$ cat config.mk
export PLATFORM = sky130hd
export DESIGN_NAME = ctrl_seq
export DESIGN_NICKNAME = d
export VERILOG_FILES = /design/src/rtl/ctrl_seq.sv
export SDC_FILE = /design/constraint.sdc
export NUM_CORES = 1
export LEC_CHECK = 0
export CAP_MARGIN = 20
export CORE_ASPECT_RATIO = 1.2
export CORE_MARGIN = 1
export CORE_UTILIZATION = 62
export CTS_CLUSTER_DIAMETER = 120
export CTS_CLUSTER_SIZE = 20
export DETAILED_ROUTE_END_ITERATION = 10
export DONT_BUFFER_PORTS = 1
export PLACE_DENSITY = 0.78
export SYNTH_ARGS = -nofsm -noshare
export SYNTH_HDL_FRONTEND = slang
export SYNTH_SLANG_ARGS = --single-unit
export TNS_END_PERCENT = 1
$ cat constraint.sdc
create_clock -name clk_i -period 3.65 [get_ports clk_i]
set_input_delay 0.73 -clock clk_i [delete_from_list [all_inputs] [get_ports clk_i]]
set_output_delay 0.73 -clock clk_i [all_outputs]
set_load 0.01 [all_outputs]
$ cat src/rtl/ctrl_seq.sv
// Multi-cycle instruction sequencer: latches one instruction per handshake and drives
// datapath control through IDLE/EXEC/MEM/HALT, with memory timeout and error counting.
module ctrl_seq #(
  parameter int DATA_W = 32,
  parameter int OPC_W  = 5,
  parameter int REG_AW = 4,
  parameter int IMM_W  = 16,
  parameter int MEM_TO = 15
) (
  input  logic              clk_i,
  input  logic              rst_i,
  input  logic [DATA_W-1:0] instr_i,
  input  logic              instr_valid_i,
  output logic              instr_ready_o,
  input  logic              zero_i,
  input  logic              mem_ack_i,
  output logic              mem_req_o,
  output logic              load_en_o,
  output logic              write_en_o,
  output logic              data_sel_o,
  output logic              const_sel_o,
  output logic [3:0]        op_sel_o,
  output logic [REG_AW-1:0] a_sel_o,
  output logic [REG_AW-1:0] b_sel_o,
  output logic [REG_AW-1:0] dest_sel_o,
  output logic [IMM_W-1:0]  const_in_o,
  output logic              pc_load_o,
  output logic              offset_sel_o,
  output logic              halted_o,
  output logic              illegal_o,
  output logic              mem_err_o,
  output logic [7:0]        err_cnt_o
);

  localparam int WAIT_W = $clog2(MEM_TO + 1);
  localparam int DST_HI = DATA_W - OPC_W - 1;
  localparam int A_HI   = DST_HI - REG_AW;
  localparam int B_HI   = A_HI - REG_AW;

  localparam logic [OPC_W-1:0] OP_NOP  = OPC_W'(0);
  localparam logic [OPC_W-1:0] OP_MOVA = OPC_W'(1);
  localparam logic [OPC_W-1:0] OP_ADD  = OPC_W'(2);
  localparam logic [OPC_W-1:0] OP_SUB  = OPC_W'(3);
  localparam logic [OPC_W-1:0] OP_AND  = OPC_W'(4);
  localparam logic [OPC_W-1:0] OP_OR   = OPC_W'(5);
  localparam logic [OPC_W-1:0] OP_XOR  = OPC_W'(6);
  localparam logic [OPC_W-1:0] OP_NOT  = OPC_W'(7);
  localparam logic [OPC_W-1:0] OP_ADI  = OPC_W'(8);
  localparam logic [OPC_W-1:0] OP_SBI  = OPC_W'(9);
  localparam logic [OPC_W-1:0] OP_ANI  = OPC_W'(10);
  localparam logic [OPC_W-1:0] OP_ORI  = OPC_W'(11);
  localparam logic [OPC_W-1:0] OP_XRI  = OPC_W'(12);
  localparam logic [OPC_W-1:0] OP_MOVB = OPC_W'(13);
  localparam logic [OPC_W-1:0] OP_LSR  = OPC_W'(14);
  localparam logic [OPC_W-1:0] OP_LSL  = OPC_W'(15);
  localparam logic [OPC_W-1:0] OP_LD   = OPC_W'(16);
  localparam logic [OPC_W-1:0] OP_ST   = OPC_W'(17);
  localparam logic [OPC_W-1:0] OP_JMR  = OPC_W'(18);
  localparam logic [OPC_W-1:0] OP_BZ   = OPC_W'(19);
  localparam logic [OPC_W-1:0] OP_BNZ  = OPC_W'(20);
  localparam logic [OPC_W-1:0] OP_JMP  = OPC_W'(21);
  localparam logic [OPC_W-1:0] OP_HALT = OPC_W'(22);

  typedef enum logic [1:0] {S_IDLE = 2'd0, S_EXEC = 2'd1, S_MEM = 2'd2, S_HALT = 2'd3} state_t;

  state_t              state_q, state_d;
  logic [DATA_W-1:0]   ir_q, ir_d;
  logic [WAIT_W-1:0]   wait_q, wait_d;
  logic [7:0]          err_q, err_d;

  logic [OPC_W-1:0]    opc_s;
  logic                dec_load_s, dec_ld_s, dec_st_s, dec_pc_s, dec_jmr_s, dec_halt_s, dec_ill_s;
  logic                ir_unused_s;

  assign opc_s       = ir_q[DATA_W-1 -: OPC_W];
  assign err_cnt_o   = err_q;
  assign ir_unused_s = ^ir_q;

  // Opcode decode: ALU controls, field overrides and per-class flags from IR.
  always_comb begin
    op_sel_o    = 4'b0000;
    const_sel_o = 1'b0;
    a_sel_o     = ir_q[A_HI -: REG_AW];
    b_sel_o     = ir_q[B_HI -: REG_AW];
    dest_sel_o  = ir_q[DST_HI -: REG_AW];
    const_in_o  = ir_q[B_HI -: IMM_W];
    dec_load_s  = 1'b0;
    dec_ld_s    = 1'b0;
    dec_st_s    = 1'b0;
    dec_pc_s    = 1'b0;
    dec_jmr_s   = 1'b0;
    dec_halt_s  = 1'b0;
    dec_ill_s   = 1'b0;
    case (opc_s)
      OP_NOP: begin
        a_sel_o    = {REG_AW{1'b0}};
        b_sel_o    = {REG_AW{1'b0}};
        dest_sel_o = {REG_AW{1'b0}};
        const_in_o = {IMM_W{1'b0}};
      end
      OP_ADD: begin op_sel_o = 4'b0000; dec_load_s = 1'b1; end
      OP_SUB: begin op_sel_o = 4'b0001; dec_load_s = 1'b1; end
      OP_AND: begin op_sel_o = 4'b0100; dec_load_s = 1'b1; end
      OP_OR:  begin op_sel_o = 4'b0101; dec_load_s = 1'b1; end
      OP_XOR: begin op_sel_o = 4'b0110; dec_load_s = 1'b1; end
      OP_NOT: begin op_sel_o = 4'b0111; dec_load_s = 1'b1; end
      OP_LSR: begin op_sel_o = 4'b1001; dec_load_s = 1'b1; end
      OP_LSL: begin op_sel_o = 4'b1000; dec_load_s = 1'b1; end
      OP_ADI, OP_SBI, OP_ANI, OP_ORI, OP_XRI, OP_MOVA: begin
        const_sel_o = 1'b1;
        b_sel_o     = {REG_AW{1'b0}};
        dec_load_s  = 1'b1;
        case (opc_s)
          OP_ADI:  op_sel_o = 4'b0000;
          OP_SBI:  op_sel_o = 4'b0001;
          OP_ANI:  op_sel_o = 4'b0100;
          OP_XRI:  op_sel_o = 4'b0110;
          default: op_sel_o = 4'b0101;
        endcase
      end
      // MOVB routes B through the A port by swapping selects and ORing with zero.
      OP_MOVB: begin
        a_sel_o     = ir_q[B_HI -: REG_AW];
        b_sel_o     = ir_q[A_HI -: REG_AW];
        const_in_o  = {IMM_W{1'b0}};
        const_sel_o = 1'b1;
        op_sel_o    = 4'b0101;
        dec_load_s  = 1'b1;
      end
      OP_LD:   dec_ld_s = 1'b1;
      OP_ST:   dec_st_s = 1'b1;
      OP_JMR:  begin dec_pc_s = 1'b1; dec_jmr_s = 1'b1; end
      OP_BZ:   dec_pc_s = zero_i;
      OP_BNZ:  dec_pc_s = ~zero_i;
      OP_JMP:  dec_pc_s = 1'b1;
      OP_HALT: dec_halt_s = 1'b1;
      default: dec_ill_s = 1'b1;
    endcase
  end

  // Next-state and strobe logic; strobes default low outside their owning states.
  always_comb begin
    state_d       = state_q;
    ir_d          = ir_q;
    wait_d        = wait_q;
    err_d         = err_q;
    instr_ready_o = 1'b0;
    mem_req_o     = 1'b0;
    write_en_o    = 1'b0;
    load_en_o     = 1'b0;
    data_sel_o    = 1'b0;
    pc_load_o     = 1'b0;
    offset_sel_o  = 1'b0;
    illegal_o     = 1'b0;
    mem_err_o     = 1'b0;
    halted_o      = 1'b0;
    case (state_q)
      S_IDLE: begin
        instr_ready_o = 1'b1;
        if (instr_valid_i) begin
          ir_d    = instr_i;
          state_d = S_EXEC;
        end else begin
          state_d = S_IDLE;
        end
      end
      S_EXEC: begin
        load_en_o    = dec_load_s;
        pc_load_o    = dec_pc_s;
        offset_sel_o = dec_jmr_s;
        illegal_o    = dec_ill_s;
        if (dec_ld_s || dec_st_s) begin
          mem_req_o  = 1'b1;
          write_en_o = dec_st_s;
          wait_d     = {WAIT_W{1'b0}};
          state_d    = S_MEM;
        end else if (dec_halt_s) begin
          state_d = S_HALT;
        end else begin
          state_d = S_IDLE;
        end
      end
      // An ack in the final wait cycle takes precedence over the timeout.
      S_MEM: begin
        mem_req_o  = 1'b1;
        write_en_o = dec_st_s;
        data_sel_o = dec_ld_s;
        if (mem_ack_i) begin
          load_en_o = dec_ld_s;
          state_d   = S_IDLE;
        end else if (wait_q == WAIT_W'(MEM_TO - 1)) begin
          mem_err_o = 1'b1;
          state_d   = S_IDLE;
        end else begin
          wait_d = wait_q + WAIT_W'(1);
        end
      end
      S_HALT: begin
        halted_o = 1'b1;
        state_d  = S_HALT;
      end
      default: state_d = S_IDLE;
    endcase
    if ((illegal_o || mem_err_o) && (err_q != 8'hFF)) begin
      err_d = err_q + 8'd1;
    end else begin
      err_d = err_q;
    end
  end

  // State, instruction register, wait counter and error counter.
  always_ff @(posedge clk_i) begin
    if (rst_i) begin
      state_q <= S_IDLE;
      ir_q    <= {DATA_W{1'b0}};
      wait_q  <= {WAIT_W{1'b0}};
      err_q   <= 8'd0;
    end else begin
      state_q <= state_d;
      ir_q    <= ir_d;
      wait_q  <= wait_d;
      err_q   <= err_d;
    end
  end

endmodule

## After elaboration in Yosys (flattened, before gate mapping)

Index checks and enable logic that the tools add are counted.

- Bitwise operators: 1
- Eq/ne operators: 31
- Reductions and logical operators: 16
- Mux-type cells: 39
- Add/subtract/negate cells: 2

Operators with widths:

| operator | count |
|---|---|
| == test 5 x 4 -> 1 bit (second input constant) | 8 |
| == test 5 bit (second input constant) | 7 |
| case mux 4 bit (8 select lines) | 1 |
| case mux 4 bit (2 select lines) | 3 |
| OR reduction 23 bit | 1 |
| == test 5 x 3 -> 1 bit (second input constant) | 4 |
| two-way mux 1 bit | 20 |
| two-way mux 16 bit | 1 |
| two-way mux 4 bit | 4 |
| OR reduction 15 bit | 1 |
| OR reduction 7 bit | 2 |
| case mux 3 bit (4 select lines) | 1 |
| == test 5 x 2 -> 1 bit (second input constant) | 2 |
| adder 8 x 1 -> 8 bit (second input constant) | 1 |
| two-way mux 2 bit | 4 |
| inequality test 8 bit (second input constant) | 1 |
| case mux 2 bit (4 select lines) | 1 |
| inequality test 2 bit (second input constant) | 3 |
| case mux 1 bit (2 select lines) | 3 |
| OR reduction 2 bit | 3 |
| OR reduction 6 bit | 1 |
| == test 5 x 1 -> 1 bit (second input constant) | 1 |
| logical NOT 5 bit | 1 |
| adder 4 x 1 -> 4 bit (second input constant) | 1 |
| other kinds (12) | 14 |

- Register bits after elaboration: 46

## Longest topological paths before layout

- Depth after elaboration: 6
- Mapped depth: 7
- Depth with buffers taken out: 6

## Worst setup path after synthesis

Ideal clock, no wire load.

- Path kind: flip-flop to output port
- Start point: reg ir_q[27]
- End point: out b_sel_o[0]
- Buffers on the path: 1
- Path slack: 1.364 ns
- Required time: 2.920 ns
- Data arrival time: 1.556 ns
- Cell stages (with the launch flop): 6
- Cells stage by stage: dfxtp_1 -> buf_2 -> or3b_2 -> a21oi_1 -> nor2_1 -> a22o_1

- Word-level cells in the longest chain between the ends: 3
- Elaborated cells on any way between the ends: 10
- Classes of those cells: eq/ne (7); mux (1); reduce/logical (2)

Ends and longest elaborated chain:

| item | line | text |
|---|---|---|
| start: declaration | 67 | `logic [DATA_W-1:0] ir_q, ir_d;` |
| start signal: assignment | 215 | `ir_q <= {DATA_W{1'b0}};` |
| start signal: assignment | 220 | `ir_q <= ir_d;` |
| == test 5 x 4 -> 1 bit (tied with other cells) | 94 | `case (opc_s)` |
| OR reduction 7 bit (no source line) | - |  |
| case mux 4 bit (2 select lines) (*) | 94 |  |
| end: declaration | 24 | `output logic [REG_AW-1:0] b_sel_o,` |

Mark *: on every way between the ends. The rest lies on a longest branch, timed or not.

## Worst setup path in the final report

- Start point: reg ir_q[28]
- End point: out a_sel_o[3]

- Word-level cells in the longest chain between the ends: 2
- Elaborated cells on any way between the ends: 3
- Classes of those cells: eq/ne (1); mux (1); reduce/logical (1)

Ends and longest elaborated chain:

| item | line | text |
|---|---|---|
| == test 5 x 4 -> 1 bit / logical NOT 5 bit (equally long branches) | 94 |  |
| case mux 4 bit (2 select lines) (*) | 94 |  |
| end: declaration | 23 | `output logic [REG_AW-1:0] a_sel_o,` |

Marked as above.

==> qor.yml <==
sta:
  drv_slew: 0
  worst_pin_slew_ns: 1.08
  finalSetupViolations: 0
  tns_ns: 0
  period_minus_slack_ns: 3.13
  timing.fmax_mhz: 319
  relSlewSlack: 0.282
  grt_setup_unrepaired: "false"
  finalCritPeriodShare: 0.858
  fin_skew_ns: 0.00307
  hold_viol: 0
  fin_ws_ns: 0.517
worst_hold_path:
  holdPathStages: 2
  min_from: "ir_q[23]$_SDFFE_PP0P_"
  whs_endpoint: "ir_q[23]$_SDFFE_PP0P_"
  worst_hold_path_type: "reg -> reg"
floorplan:
  rows: 23
  core-area_um2: 3450
  dieHeight_um: 68.9
  die_w_um: 57.8
  boundaryPins: 88
  dieArea_um2: 3980
  initial_utilization: 0.670
global_route:
  overflow: 0
  grt_pass1_wl_um: 7980
  grt_max_degree: 45
  grt_pass1_vias: 1794
  grtUsageTotal: 0.259
  antenna_found_initial: 0
synth:
  synth-seq-area-share: 0.372
  synth_seq_cells: 43
  synthArstFlopShare: 0
  avgSynthCellArea_um2: 7.64
  ys_types: 50
  synth-main-ff-cell: "dfxtp_1"
  synth_enable_flop_cells: 0
  ys.warnings.count: 0
  syn_inst: 303
  netlist_area_um2: 2310
  syn_nets: 347
clock_tree:
  ctsHoldBuffers: 0
  postCtsSetupBuffers: 0
  cts_inserted_buffers: 5
  cts_tree: "built"
  cts.path.max_buffers: 2
  h-tree-depth: 2
  clk_pin_slew_worst_paths_ns: 0.07
  cts_resized: 0
  numClockSinks: 43
  cts_root_buf: "clkbuf_8"
  clk_latency_ns: 0.29
routing:
  vias: 2017
  route.detailed.wl_per_inst_um: 15.6
  dr.first_iter.drc_count: 171
  routed_via_density: 6.21
  firstDrtPassIters: 8
  ant_nets: 0
  route.detailed.drc: 7
  wl_um: 5050
placed_design:
  dp_hpwl_um: 3470
  io_buffers: 0
  dp_slack_ns: 0.802
  place_congestion: 0.859
  place_area_um2: 2270
final_layout:
  fin_nets: 333
  syn_to_final_growth_pct: 1.14
  drive_gt1_frac: 0.0417
  fin_area_um2: 2340
  diodes: 0
power_and_ir_drop:
  peakVddDrop_v: 0.000322
  p_leak_nw: 0.834
  p_per_area_nw_per_um2: 385
critical_path:
  cp_data_arrival_time_ns: 2.40
  reg2reg_depth: 6
  worst_r2r_startpoint: "state_q[0]$_SDFFE_PP0P_"
  reg2reg_to: "err_cnt_o[4]$_SDFFE_PP0P_"
  path_class: "reg -> out"
  critPathCaptureType: "output port"
  crit_fanout: 20
  rrSetupSlack_ns: 1.57
  cp_data_required_time_ns: 2.92
  start_kind: "register"
job:
  cap_violations: 0
outcome:
  violations: "DRC"
  outcome: "finished with violations"
-- critical path, cell delays in order, from the launching register on --
cell	delay, ns
dfxtp_1	0.59
nor2b_1	0.11
and4b_1	0.34
nor2_1	0.77
a22o_1	0.31
-- metal layers --
metal / GRT usage / part of all wire / wire length, µm
met4: 0.0744 / 0.011 / 55
met5: 0 / 0 / 0
met3: 0.0914 / 0.088 / 445
met1: 0.300 / 0.41 / 2050
met2: 0.455 / 0.49 / 2500
-- cell usage after synthesis, types with 2 or more instances --
cell       n  area [µm²]
a22o_1     8        70.1
o31ai_1    5        37.5
or4_1      3        22.5
and2_1    19         119
or3_1      2        12.5
dfxtp_1   43         861
nand3_1    6        30.0
nor3_1     5        25.0
nand2b_1   4        25.0
a21oi_1   43         215
nand4_1    3        18.8
nor2b_1   12        75.1
nand3b_1   3        22.5
o21ai_0    5        25.0
ha_1       7        87.6
clkbuf_1  16        60.1
nor2_1     9        33.8
o2111a_1   2        22.5
nand2_1   68         255
buf_2      2        10.0
o41ai_1    2        17.5
inv_1      8        30.0
-- kinds of logic after synthesis --
group | after synthesis | synth area share
AND/OR/NAND/NOR | 144 | 0.312
AO/OA/AOI/OAI | 77 | 0.212
flip-flops | 43 | 0.372
buffers and inverters | 29 | 0.0530
adder cells (fa/ha/maj) | 7 | 0.0378
multiplexers | 2 | 0.00919
XOR/XNOR | 1 | 0.00378
-- final cells by class --
type | instances | area [µm²]
sequential | 43 | 861
inverter | 8 | 30.0
multi-input combinational | 231 | 1330
fill | 334 | 1110
tap | 37 | 46.3
clock buffer | 6 | 72.6
-- worst max path at each step --
stage	endpoint	startpoint	cells after the start	slack (ns)
6_report	a_sel_o[3]	ir_q[28]$_SDFFE_PP0P_	4	0.52
5_1_grt	a_sel_o[1]	ir_q[28]$_SDFFE_PP0P_	4	0.27
4_1_cts	a_sel_o[3]	ir_q[28]$_SDFFE_PP0P_	4	0.51
3_5_place_dp	a_sel_o[3]	ir_q[28]$_SDFFE_PP0P_	4	0.80
3_3_place_gp	a_sel_o[3]	ir_q[28]$_SDFFE_PP0P_	4	0.83
2_1_floorplan	b_sel_o[0]	ir_q[27]$_SDFFE_PP0P_	5	1.36
-- state kept, by name (all words and copies together), names as in the netlist --
register and flops:
ir_q 29, err_cnt_o 8, wait_q 4, state_q 2
-- stage by stage --
stage	hold WS (ns)	power, mW	utilization	instances
3_3_place_gp	0.431	0.638	0.657	319
6_report	0.443	0.902	0.678	325
2_1_floorplan	0.432	0.628	-	303
5_1_grt	0.472	0.945	0.678	325
3_5_place_dp	0.436	0.641	0.657	319
4_1_cts	0.446	0.910	0.678	325
-- cells in the final DEF, fill, tap and decap left out, types with 2 or more instances in the layout --
cell	count
o31ai_1	5
clkbuf_8	5
a22o_1	8
inv_1	8
nor2b_1	12
ha_1	7
o2111a_1	2
or4_1	3
and2_1	19
dfxtp_1	43
nor2_1	9
nand2b_1	4
nand3b_1	3
nor3_1	5
nand3_1	6
or3_1	2
o41ai_1	2
nand2_1	68
o21ai_0	5
a21oi_1	43
nand4_1	3
-- power by group --
part	switching (mW)	internal, mW
clock	0.145	0.127
sequential	0.0208	0.490
combinational	0.0782	0.0413
No activity file was read; power rests on OpenSTA's default activity.
